[src/rtl/fetch_stage.sv]
// ---------------------------------------------------------------------------
// fetch_stage
//   Instruction-fetch stage and IF/ID pipeline register of the 5-stage MIPS
//   core. Owns the PC, presents it to instruction memory and captures the
//   returned word, together with its PC+4, into the IF/ID register.
//
//   Parameters
//     RESET_PC       PC value loaded on reset
//     NOP_INS        word placed in IF/ID for a bubble or flush
//
//   Ports
//     clk            core clock, all state updates on the rising edge
//     rst_n          asynchronous active-low reset
//     stall          load-use hold from hazard control (PC and IF/ID hold)
//     branch_taken   redirect from EX: load branch_target, flush IF/ID
//     branch_target  redirect address, low two bits ignored
//     imem_addr      word-aligned instruction address (combinational from pc)
//     imem_data      instruction word returned for imem_addr
//     imem_valid     imem_data is valid this cycle (0 = memory wait)
//     pc             current PC register
//     if_id_ins      IF/ID instruction
//     if_id_pc4      IF/ID PC+4 of the latched instruction
//     if_id_valid    IF/ID holds a real instruction (not a bubble)
//     stall_count    number of stalled edges, saturating
//
//   Configuration
//     FETCH_STALL_CNT_EN  when defined, stall_count counts edges with
//                         stall=1 and branch_taken=0, saturating at all ones
//                         and cleared only by reset. When undefined there
//                         are no counter flops and stall_count reads zero.
// ---------------------------------------------------------------------------
module fetch_stage #(
    parameter logic [31:0] RESET_PC = 32'h0000_0000,
    parameter logic [31:0] NOP_INS  = 32'h0000_0000
) (
    input  logic        clk,
    input  logic        rst_n,
    input  logic        stall,
    input  logic        branch_taken,
    input  logic [31:0] branch_target,
    output logic [31:0] imem_addr,
    input  logic [31:0] imem_data,
    input  logic        imem_valid,
    output logic [31:0] pc,
    output logic [31:0] if_id_ins,
    output logic [31:0] if_id_pc4,
    output logic        if_id_valid,
    output logic [31:0] stall_count
);

    logic [31:0] pc_plus4;
    logic        unused_target_bits;

    // Sequential PC arithmetic wraps naturally modulo 2^32.
    assign pc_plus4  = pc + 32'd4;
    assign imem_addr = {pc[31:2], 2'b00};

    // Redirect addresses are always word aligned; the dropped bits are kept
    // only so the unused-input check stays quiet.
    assign unused_target_bits = ^branch_target[1:0];

    // PC and IF/ID register. A redirect wins over a stall because the
    // stalled instruction is on the wrong path; a stall wins over a memory
    // wait so the held instruction is not replaced by a bubble.
    always_ff @(posedge clk or negedge rst_n) begin
        if (!rst_n) begin
            pc          <= RESET_PC;
            if_id_ins   <= NOP_INS;
            if_id_pc4   <= 32'd0;
            if_id_valid <= 1'b0;
        end else if (branch_taken) begin
            pc          <= {branch_target[31:2], 2'b00};
            if_id_ins   <= NOP_INS;
            if_id_pc4   <= 32'd0;
            if_id_valid <= 1'b0;
        end else if (!stall) begin
            if (imem_valid) begin
                pc          <= pc_plus4;
                if_id_ins   <= imem_data;
                if_id_pc4   <= pc_plus4;
                if_id_valid <= 1'b1;
            end else begin
                if_id_ins   <= NOP_INS;
                if_id_pc4   <= 32'd0;
                if_id_valid <= 1'b0;
            end
        end
    end

`ifdef FETCH_STALL_CNT_EN
    logic [31:0] stall_cnt_q;

    // Counts only genuine stalls: an edge where a redirect overrides the
    // stall does not hold the pipeline and is not counted.
    always_ff @(posedge clk or negedge rst_n) begin
        if (!rst_n) begin
            stall_cnt_q <= 32'd0;
        end else if (stall && !branch_taken && (stall_cnt_q != 32'hFFFF_FFFF)) begin
            stall_cnt_q <= stall_cnt_q + 32'd1;
        end
    end

    assign stall_count = stall_cnt_q;
`else
    assign stall_count = 32'd0;
`endif

endmodule

[config.mk]
export PLATFORM = sky130hd
export DESIGN_NAME = fetch_stage
export DESIGN_NICKNAME = d
export VERILOG_FILES = /design/src/rtl/fetch_stage.sv
export SDC_FILE = /design/constraint.sdc
export NUM_CORES = 1
export LEC_CHECK = 0
export CELL_PAD_IN_SITES_DETAIL_PLACEMENT = 0
export CELL_PAD_IN_SITES_GLOBAL_PLACEMENT = 1
export CORE_MARGIN = 2
export CORE_UTILIZATION = 33
export CTS_CLUSTER_SIZE = 30
export DETAILED_ROUTE_END_ITERATION = 16
export PLACE_DENSITY_LB_ADDON = 0.1
export SETUP_SLACK_MARGIN = 0.1
export SLEW_MARGIN = 20
export SYNTH_ARGS = -nofsm -noshare
export SYNTH_HDL_FRONTEND = slang
export SYNTH_SLANG_ARGS = --single-unit
[constraint.sdc]
create_clock -name clk -period 3.72 [get_ports clk]
set_input_delay 0.744 -clock clk [delete_from_list [all_inputs] [get_ports clk]]
set_output_delay 0.744 -clock clk [all_outputs]
set_load 0.005 [all_outputs]
Yosys cells after proc, flatten, opt, wreduce, memory -nomap -nowiden
Index checks and enable logic that the tools add are counted.
{ "word_totals": {"ff_bits": 97, "latch_bits": 0, "ramBits": 0, "romBits": 0, "inputBits": 69, "output_inout_bits": 161, "word_cells": 20, "mem_count": 0} }
{ "classes": {"n_addsub": 1, "multipliers": 0, "n_div": 0, "magnitude_cmp": 0, "eq_ne": 1, "n_shift": 0, "n_mux": 12, "n_bitwise": 0, "n_reduce_logical": 2} }
{ "op_table": {"columns": ["cell", "n"], "rows": [
  ["$mux W32", 9],
  ["$add A32 B3 Y32 const B", 1],
  ["$mux W1", 3],
  ["$ne A2 B1 Y1 const B", 1],
  ["$reduce_and A2 Y1", 1],
  ["$reduce_bool A2 Y1", 1]
]} }

Depth between registers and ports, before layout
{ "depth": {"depth_word": 4, "ltp_mapped": 7, "mapped_depth_nobuf": 6} }

Worst setup path before layout
No wires, ideal clock.
{ "synth_path": {"kind": "input port to flip-flop", "start": "input port stall", "end": "register pc[16]", "setup_ps": 127, "arrival_time_ps": 1901, "required_time_ps": 3593, "path_slack_ps": 1692, "stages": 5, "n_path_buf": 0, "path_cell_list": "nand2b_1 -> nor4_1 -> nand3_1 -> xor2_1 -> o21ai_2"} }
{ "synth_via": {"elab_chain_len": 2} }
{ "synth_lines": {"columns": ["item", "line", "rtl"], "rows": [
  ["start: declaration", "38", "input logic stall,"],
  ["$ne A2 B1 Y1 (no line)", null, null],
  ["$reduce_and A2 Y1 (no line)", null, null],
  ["end signal: assignment", "72", "pc <= {branch_target[31:2], 2'b00};"],
  ["end signal: assignment", "78", "pc <= pc_plus4;"],
  ["end: declaration", "44", "output logic [31:0] pc,"]
]} }
Every way passes these cells.
A chain may end at the register's enable or synchronous reset.

Worst setup path after layout
{ "layout_path": {"start": "input port imem_valid", "end": "register pc[31]"} }
{ "layout_via": {"elab_chain_len": 2} }
{ "layout_lines": {"columns": ["item", "line", "rtl"], "rows": [
  ["start: declaration", "43", "input logic imem_valid,"],
  ["$reduce_bool A2 Y1 (no line)", null, null],
  ["$reduce_and A2 Y1 (no line)", null, null]
]} }
Every way passes these cells.

==> results.ini <==
[setup_path]
crit_path_start_kind=primary input
ff2ff_setup_slack_ps=1420
cp-end-kind=flop
crit_type=primary input to flop
crit_arrival_ps=2690
worst_r2r_path_depth=6
worstPathRequired_ps=3950
crit_fanout=10

[synthesis]
ys_ff_latch=94
ys.flop_type=dfrtp_1
post-synth-top-count-cell=dfrtp_1
yosysSeqAreaShare=0.478
synthArstFlopShare=1.00
syn_inst=506
syn_avg_cell_area_um2=9.73
synth_top_area_cell=dfrtp_1
synth_area_um2=4920
ys_types=36
synth_top_cell_area_share=0.478
yosysWarnings=0
synth_area_leaders=dfrtp_1, buf_4, xnor2_1
synth_top_cells_by_count=dfrtp_1, nand2_1, buf_4
synth_edf_count=0

[floorplanning]
num_rows=44
start_util=0.339
die_area_um2=15900
ios=230
die_w_um=126
die_h_um=126
coreArea_um2=14500

[grt]
first_global_vias=3914
antenna_found_initial=0
grt_max_degree=87
track_usage=0.173
grt_pass1_wl_um=21700
grt_overflow=0

[clocking]
clk_pin_slew_ps=70
cts.sinks=94
cts_tree=yes
post-cts-setup-buffers=0
cts_made_buffers=9
cts_max_level=3
cts_hold_buf=0
ctsResizeCount=0
clk_latency_ps=350
root_buffer=clkbuf_16
clockBufferDepth=2

[detailed_routing]
detailroute.via_count=3949
viasPerCell=4.69
drt_iter0_markers=212
ant_nets=0
drc=0
drt_pass1_iterations=4
post_drt_wl_per_cell_um=16.0
routed_wl_um=13400

[sta]
finClkSkew_ps=6.05
setup_viol=0
fmax_mhz=406
relSlewSlack=0.459
setup_tns_ps=0
hold_violations=0
fin_ws_ps=1260
worst_slew_pin_slew_ps=812
period_needed_ps=2460
maxSlewViolCount=0
rsz0062_at_grt=false
period_share=0.662
fin_hold_ws_ps=450

[cells_and_area]
drive_above_1_share=0.0638
final_net_count=723
num_antenna_cells=0
layout-area-overhead-vs-synth_pct=40.7

[min_path]
hp-class=primary input to async pin

[placement]
port_buffers=191
dp_hpwl_um=9500
place.gp.congestion=0.753
place_ws_ps=810

[pwr]
powerDensity_nw_per_um2=368
peakVddDrop_mv=0.227
p_leak_nw=2.78
total_power_w=0.00255

[status]
outcome=completed

[job]
drv_cap=0

-- state kept, by name, summed over array words and instances, names as in the netlist --
name         count
pc              30
if_id_pc4       31
if_id_ins       32
if_id_valid      1
-- area by class of cell --
type | count | area, um^2
tap | 184 | 230
inverter | 2 | 7.51
clock buffer | 11 | 243
fill | 1355 | 7610
timing repair buffer | 200 | 1980
multi-input combinational | 346 | 2060
clock inverter | 5 | 58.8
sequential | 94 | 2350
-- layout by cell type (no fill, tap or decap), drive strengths merged, types with 11 or more instances in the layout --
| cell type | n |
|---|---|
| a22o | 33 |
| buf | 11 |
| clkbuf | 11 |
| clkdlybuf4s50 | 189 |
| conb | 36 |
| dfrtp | 94 |
| nand2 | 78 |
| nand4 | 12 |
| nor2 | 21 |
| nor3 | 18 |
| o21ai | 59 |
| xnor2 | 45 |
| xor2 | 12 |
-- per-stage QoR --
stage | std cells | util | instance area (um^2)
6_report | 842 | 0.476 | 6920
2_1_floorplan | 541 | - | 5050
3_3_place_gp | 826 | 0.455 | 6620
5_1_grt | 842 | 0.476 | 6920
3_5_place_dp | 826 | 0.456 | 6620
4_1_cts | 842 | 0.476 | 6920
-- where the power goes --
| part | internal (W) | switching [W] |
|---|---|---|
| Combinational | 0.000272 | 0.000165 |
| Sequential | 0.00108 | 0.0000883 |
| Clock | 0.000540 | 0.000407 |
-- worst max-delay path, stage by stage --
cell             delay (ps)
clkdlybuf4s50_1         470
nor2b_1                 410
nand4_2                 450
nor3_1                  370
xnor2_1                 150
o21ai_0                  80
-- worst paths after layout --
check	start	to
max in group asynchronous	rst_n	pc[26]
max reg2reg	pc[2]	pc[30]
min in group clk	if_id_valid	if_id_valid
max	imem_valid	pc[31]
min	rst_n	if_id_ins[13]
min reg2reg	if_id_valid	if_id_valid
-- cell families after synthesis --
kind of cell | count (synthesis) | share of synthesized area
multiplexers | 1 | 0.00203
flip-flops | 94 | 0.478
other | 1 | 0.000762
AND/OR/NAND/NOR | 159 | 0.163
adder cells (fa/ha/maj) | 1 | 0.00254
buffers and inverters | 101 | 0.133
AO/OA/AOI/OAI | 92 | 0.120
XOR/XNOR | 57 | 0.101
-- per-layer routing --
| layer | track usage | wire, um | up-vias |
|---|---|---|---|
| met5 | 0 | 0 | - |
| met1 | 0.243 | 6460 | 1876 |
| li1 | - | - | 1909 |
| met4 | 0.0698 | 210 | 0 |
| met2 | 0.263 | 6020 | 152 |
| met3 | 0.0323 | 756 | 12 |
(Power assumes the default switching activity.)
